File: config.mk
export PLATFORM = sky130hd
export DESIGN_NAME = fd8_rr_arb
export DESIGN_NICKNAME = d
export VERILOG_FILES = /design/src/rtl/fd8_rr_arb.sv
export SDC_FILE = /design/constraint.sdc
export NUM_CORES = 1
export LEC_CHECK = 0
export BUFFER_PORTS_ARGS = -buffer_cell sky130_fd_sc_hd__buf_2
export CORE_MARGIN = 1.5
export CORE_UTILIZATION = 41
export DETAILED_ROUTE_END_ITERATION = 10
export GPL_ROUTABILITY_DRIVEN = 0
export MAX_ROUTING_LAYER = met4
export PLACE_DENSITY = 0.76
export SLEW_MARGIN = 30
export SYNTH_ARGS = -nofsm -noshare
export SYNTH_HDL_FRONTEND = slang
export SYNTH_SLANG_ARGS = --single-unit
File: constraint.sdc
create_clock -name CK -period 2 [get_ports CK]
set_clock_uncertainty 0.05 [all_clocks]
set_input_delay 0.3 -clock CK [delete_from_list [all_inputs] [get_ports CK]]
set_output_delay 0.3 -clock CK [all_outputs]
set_load 0.05 [all_outputs]
File: src/rtl/fd8_rr_arb.sv
// -----------------------------------------------------------------------------
// fd8_rr_arb
//
// Round-robin arbiter feeding a single shared W-bit holding register. Each
// cycle the arbiter picks one pending requester (scanning from the rotation
// pointer), acknowledges it combinationally and captures its word at the edge.
// The held word is offered downstream with a VLD/RDY handshake. A new word
// may be captured in the same cycle the held word is consumed, so sustained
// throughput is one word per cycle.
//
// Ports:
//   CK     rising-edge clock
//   RST_N  asynchronous active-low reset
//   REQ    per-requester level request (held until ACK)
//   DIN    requester data, requester i at [i*W +: W]
//   ACK    one-hot combinational grant, high in the capturing cycle
//   O      held word (registered)
//   VLD    O holds an unconsumed word
//   RDY    consumer accepts O this cycle
//   BUSY   VLD or any request pending (combinational)
//   TMO    sticky stall-timeout flag
//
// Build option:
//   FD8ARB_TMO_EN  when defined, a word stalled for TO_CYC cycles is dropped
//                  and TMO is set until reset. When undefined, TMO is tied 0
//                  and a stalled word is held indefinitely.
// -----------------------------------------------------------------------------
module fd8_rr_arb #(
    parameter int NREQ   = 4,
    parameter int W      = 8,
    parameter int TO_CYC = 255
) (
    input  logic              CK,
    input  logic              RST_N,
    input  logic [NREQ-1:0]   REQ,
    input  logic [NREQ*W-1:0] DIN,
    output logic [NREQ-1:0]   ACK,
    output logic [W-1:0]      O,
    output logic              VLD,
    input  logic              RDY,
    output logic              BUSY,
    output logic              TMO
);

    localparam int PW = $clog2(NREQ);

    if (NREQ < 2 || NREQ > 8) begin : g_bad_nreq
        $error("fd8_rr_arb: NREQ must be in 2..8");
    end
    if (TO_CYC < 1 || TO_CYC > 65535) begin : g_bad_to_cyc
        $error("fd8_rr_arb: TO_CYC must be in 1..65535");
    end

    logic [W-1:0]  o_q,   o_d;
    logic          vld_q, vld_d;
    logic [PW-1:0] ptr_q, ptr_d;

    logic          win_found;
    logic [PW-1:0] win_idx;
    logic [PW-1:0] win_next;
    logic          load;

`ifdef FD8ARB_TMO_EN
    logic [15:0]   cnt_q, cnt_d;
    logic          tmo_q, tmo_d;
    logic [15:0]   cnt_inc;
    logic          stall;
`endif

    // Winner search: first requester at or after the pointer, wrapping.
    // NOTE: every variable written in a combinational block gets a default
    // first, so no path can leave it unassigned and infer a latch.
    always_comb begin
        int cand;
        cand      = 0;
        win_found = 1'b0;
        win_idx   = '0;
        for (int k = 0; k < NREQ; k++) begin
            cand = int'(ptr_q) + k;
            if (cand >= NREQ) cand = cand - NREQ;
            if (!win_found && REQ[cand]) begin
                win_found = 1'b1;
                win_idx   = PW'(cand);
            end
        end
    end

    assign win_next = (win_idx == PW'(NREQ - 1)) ? '0 : win_idx + PW'(1);

    // Gating with RST_N keeps ACK low during reset even though the
    // registers are already cleared and the search itself is purely combinational.
    assign load = RST_N && win_found && (!vld_q || RDY);

    always_comb begin
        ACK = '0;
        if (load) ACK[win_idx] = 1'b1;
    end

    always_comb begin
        o_d   = o_q;
        vld_d = vld_q;
        ptr_d = ptr_q;
`ifdef FD8ARB_TMO_EN
        stall   = vld_q && !RDY;
        cnt_inc = cnt_q + 16'd1;
        cnt_d   = stall ? cnt_inc : 16'd0;
        tmo_d   = tmo_q;
`endif
        if (load) begin
            o_d   = DIN[int'(win_idx)*W +: W];
            vld_d = 1'b1;
            ptr_d = win_next;
        end else if (vld_q && RDY) begin
            // Consumed with nothing to replace it: O keeps its last value.
            vld_d = 1'b0;
        end
`ifdef FD8ARB_TMO_EN
        // A load requires RDY or an empty register, so it never coincides
        // with a stall; the drop below only ever applies to a stalled word.
        if (stall && cnt_inc == 16'(TO_CYC)) begin
            vld_d = 1'b0;
            cnt_d = 16'd0;
            tmo_d = 1'b1;
        end
`endif
    end

    // NOTE: sequential state uses non-blocking assignments so every flop
    // samples the pre-edge values regardless of statement order.
    always_ff @(posedge CK or negedge RST_N) begin
        if (!RST_N) begin
            o_q   <= '0;
            vld_q <= 1'b0;
            ptr_q <= '0;
`ifdef FD8ARB_TMO_EN
            cnt_q <= 16'd0;
            tmo_q <= 1'b0;
`endif
        end else begin
            o_q   <= o_d;
            vld_q <= vld_d;
            ptr_q <= ptr_d;
`ifdef FD8ARB_TMO_EN
            cnt_q <= cnt_d;
            tmo_q <= tmo_d;
`endif
        end
    end

    assign O    = o_q;
    assign VLD  = vld_q;
    assign BUSY = vld_q || (|REQ);
`ifdef FD8ARB_TMO_EN
    assign TMO  = tmo_q;
`else
    assign TMO  = 1'b0;
`endif

endmodule

==> metrics.txt <==
Max Cap Viol 0; placed cell area 1140 sq um; CTS buffer count 3; Min-Delay Path Depth 3; WL per Instance 12.2 microns; aggregate global-route resource usage 18.2%; Sequential cell area 275 sq um; Worst Hold Endpoint O[4]; setup slack, reg-to-reg 380 ps; Synth Area per Inst 10.9 sq um; post-synthesis mux area share 19.0%; Syn Std Cell Area 842 sq um; worst-path cell chain nor2b_2, nor2_1, o221a_2, ha_2, and2_4, buf_8; root buffer cell clkbuf_4; CP Launch Type flip-flop; final hold violation count 0; number of fill cells 173; minimum clock period 1980 ps; commonest non-fill, non-tap cell in the layout buf_2; RR Startpoint ptr_q[0]; antenna cells 0; area share of and/or/nand/nor cells after synthesis 19.3%; Rows 16; DRT antenna net count 0; Max Buffers Root-to-Sink 2; Finished Layout Cells 166; DRT Pass-1 Iters 2; RSZ-0062 raised after global routing yes; CP Buf/Inv Count 1; I/O pin cnt 54; initial antenna violation count 0; area of the multi-input gates 543 sq um; share of post-route cells with drive strength above 1 63.3%; drt first-iter violations 7; clock-pin transition on the worst setup and hold timing paths 70 ps; R2R cell count 6; LEAKAGE 0.659 nW; worst-path fanout max 3; sequential area share after synthesis 32.7%; Setup TNS Final 0 ps; Synth Area in XOR/XNOR 0%; Critical Path End Type output pin; Critical-path top delay cell dfrtp_1; input/output buffers 52; Netlist cell types 26; die height 48.3 microns; Worst VDD drop 0.825 mV; Post-Place Cells 158; Adder-Cell Fraction of Synth Area 1.49%; CTS tree done; die area 2330 sq um; GRT overflow 0; Ys Warns 0; number of setup violations in the final report 0; Syn Inst Count 77; Vias 815; final wirelength 2030 microns; Critical Path RT 1650 ps; Final Max Slew Viols 0; post-synthesis compound-gate area fraction 19.9%; clock sink total 11; syn_nets 117; status finished clean; critical path type flip-flop to output pin; Tcrit/Tclk final 99.0%; post-route design area 1250 sq um; clk_lat worst skew 280 ps; DRC errors left 0; Worst path top cell family by delay flip-flops; synthesis-stage register bit count 11; worst min-delay path startpoint DIN[20]; Vias/cell 4.91; largest net degree at the start of global routing 13; Synth-to-Final Area Change 48.6%; # H-tree levels 1; most frequent cells in the layout buf_2, mux2i_1, nand2_1; first-pass GRT wire length 3240 microns; core area 1940 sq um; CP max stage delay 430 ps; hpwl dp 1630 microns; largest family of logic cells by synthesized area compound AO/OA/AOI/OAI gates; Pwr Density 1170 nW/um^2; FF-to-FF End O[1]; Hold WC Path Type input pin to flip-flop; Final nets 180; number of global-route vias before repair 798; chip width 48.3 microns; FMAX 0.505 GHz; Initial Util 43.4%; crit path DAT 1630 ps
[per-stage QoR]
stage | hold WS, ps | utilization, % | power (mW) | setup slack, ps
2_1_floorplan | -45.6 | - | 1.05 | -210
3_3_place_gp | 231 | 59.0 | 1.22 | 116
3_5_place_dp | 241 | 59.0 | 1.24 | 72.0
4_1_cts | 291 | 62.3 | 1.43 | 2.51
5_1_grt | 314 | 64.4 | 1.54 | -31.1
6_report | 286 | 64.4 | 1.46 | 19.0
[cells in the mapped netlist]
cell      instances  area, sq um
and2_1            1         6.26
dfrtp_1          11          275
or2_2             1         6.26
o221ai_2          8          120
buf_4             1         7.51
ha_1              1         12.5
o221a_2           1         11.3
nand2_4           1         11.3
nor2_1            5         18.8
conb_1            1         3.75
inv_4             1         6.26
or4_4             1         11.3
buf_12            1         20.0
o21a_1            1         7.51
nor2b_2           1         8.76
nand2_1          13         48.8
a21boi_1          1         7.51
nand3_4           1         17.5
inv_1             1         3.75
o32ai_2           1         16.3
nand2b_1          1         6.26
mux2i_1          16          160
o21ai_0           1         5.00
nand2b_2          1         8.76
buf_6             2         22.5
nor2b_1           3         18.8
[power breakdown]
part / switching, mW / leakage (nW) / internal, mW
sequential: 0.0598 / 0.133 / 0.309
combinational: 0.585 / 0.511 / 0.351
clock: 0.0808 / 0.0150 / 0.0776
[routing by layer]
layer	routed length, microns	GRT usage [%]
met1	812	18.5
met2	1070	34.5
met3	96	1.54
met4	43	10.0
met5	0	-
[what timing repair did]
item / in CTS / in global routing
buffers inserted: 2 / 1
pin swaps: 1 / 3
resized for setup: 6 / 12
endpoints found under the hold margin: 11 / 0
hold buffers: 1 / 0
setup endpoints to repair: 3 / 4
[worst max path at each step]
stage / to / slack [ps] / startpoint / cells past startpoint
after floorplan: ACK[0] / -210 / VLD / 6
after global placement: ACK[3] / 120 / REQ[2] / 8
after detailed placement: ACK[3] / 70 / REQ[1] / 8
after CTS: ACK[2] / 3 / ptr_q[0] / 6
after global routing: ACK[0] / -30 / ptr_q[0] / 6
final: ACK[3] / 20 / ptr_q[0] / 6
[flip-flops by register name, indices dropped and copies added, names as in the netlist]
signal,flops
O,8
ptr_q,2
VLD,1
[kinds of logic (layout without fill, tap and decap cells)]
logic type                 Yosys count  count (layout)
muxes                               16              16
DFF                                 11              11
and+or+nand+nor                     29              29
buffers and inverters                6              68
adders and majority gates            1               1
AOI/OAI and AO/OA                   13              13
other                                1               1
[final cells by class]
| type | count | share of cell area [%] |
|---|---|---|
| timing repair buffer | 62 | 29.0 |
| multi-input combinational | 60 | 43.4 |
| tap | 27 | 2.70 |
| sequential | 11 | 22.0 |
| clock buffer | 4 | 2.10 |
| inverter | 2 | 0.800 |
[tightest hold or removal path, cell delays in order]
cell and delay [ps]:
buf_2 70, mux2i_1 70, o221ai_2 140
Note: power is estimated with default switching activity, not from simulation.
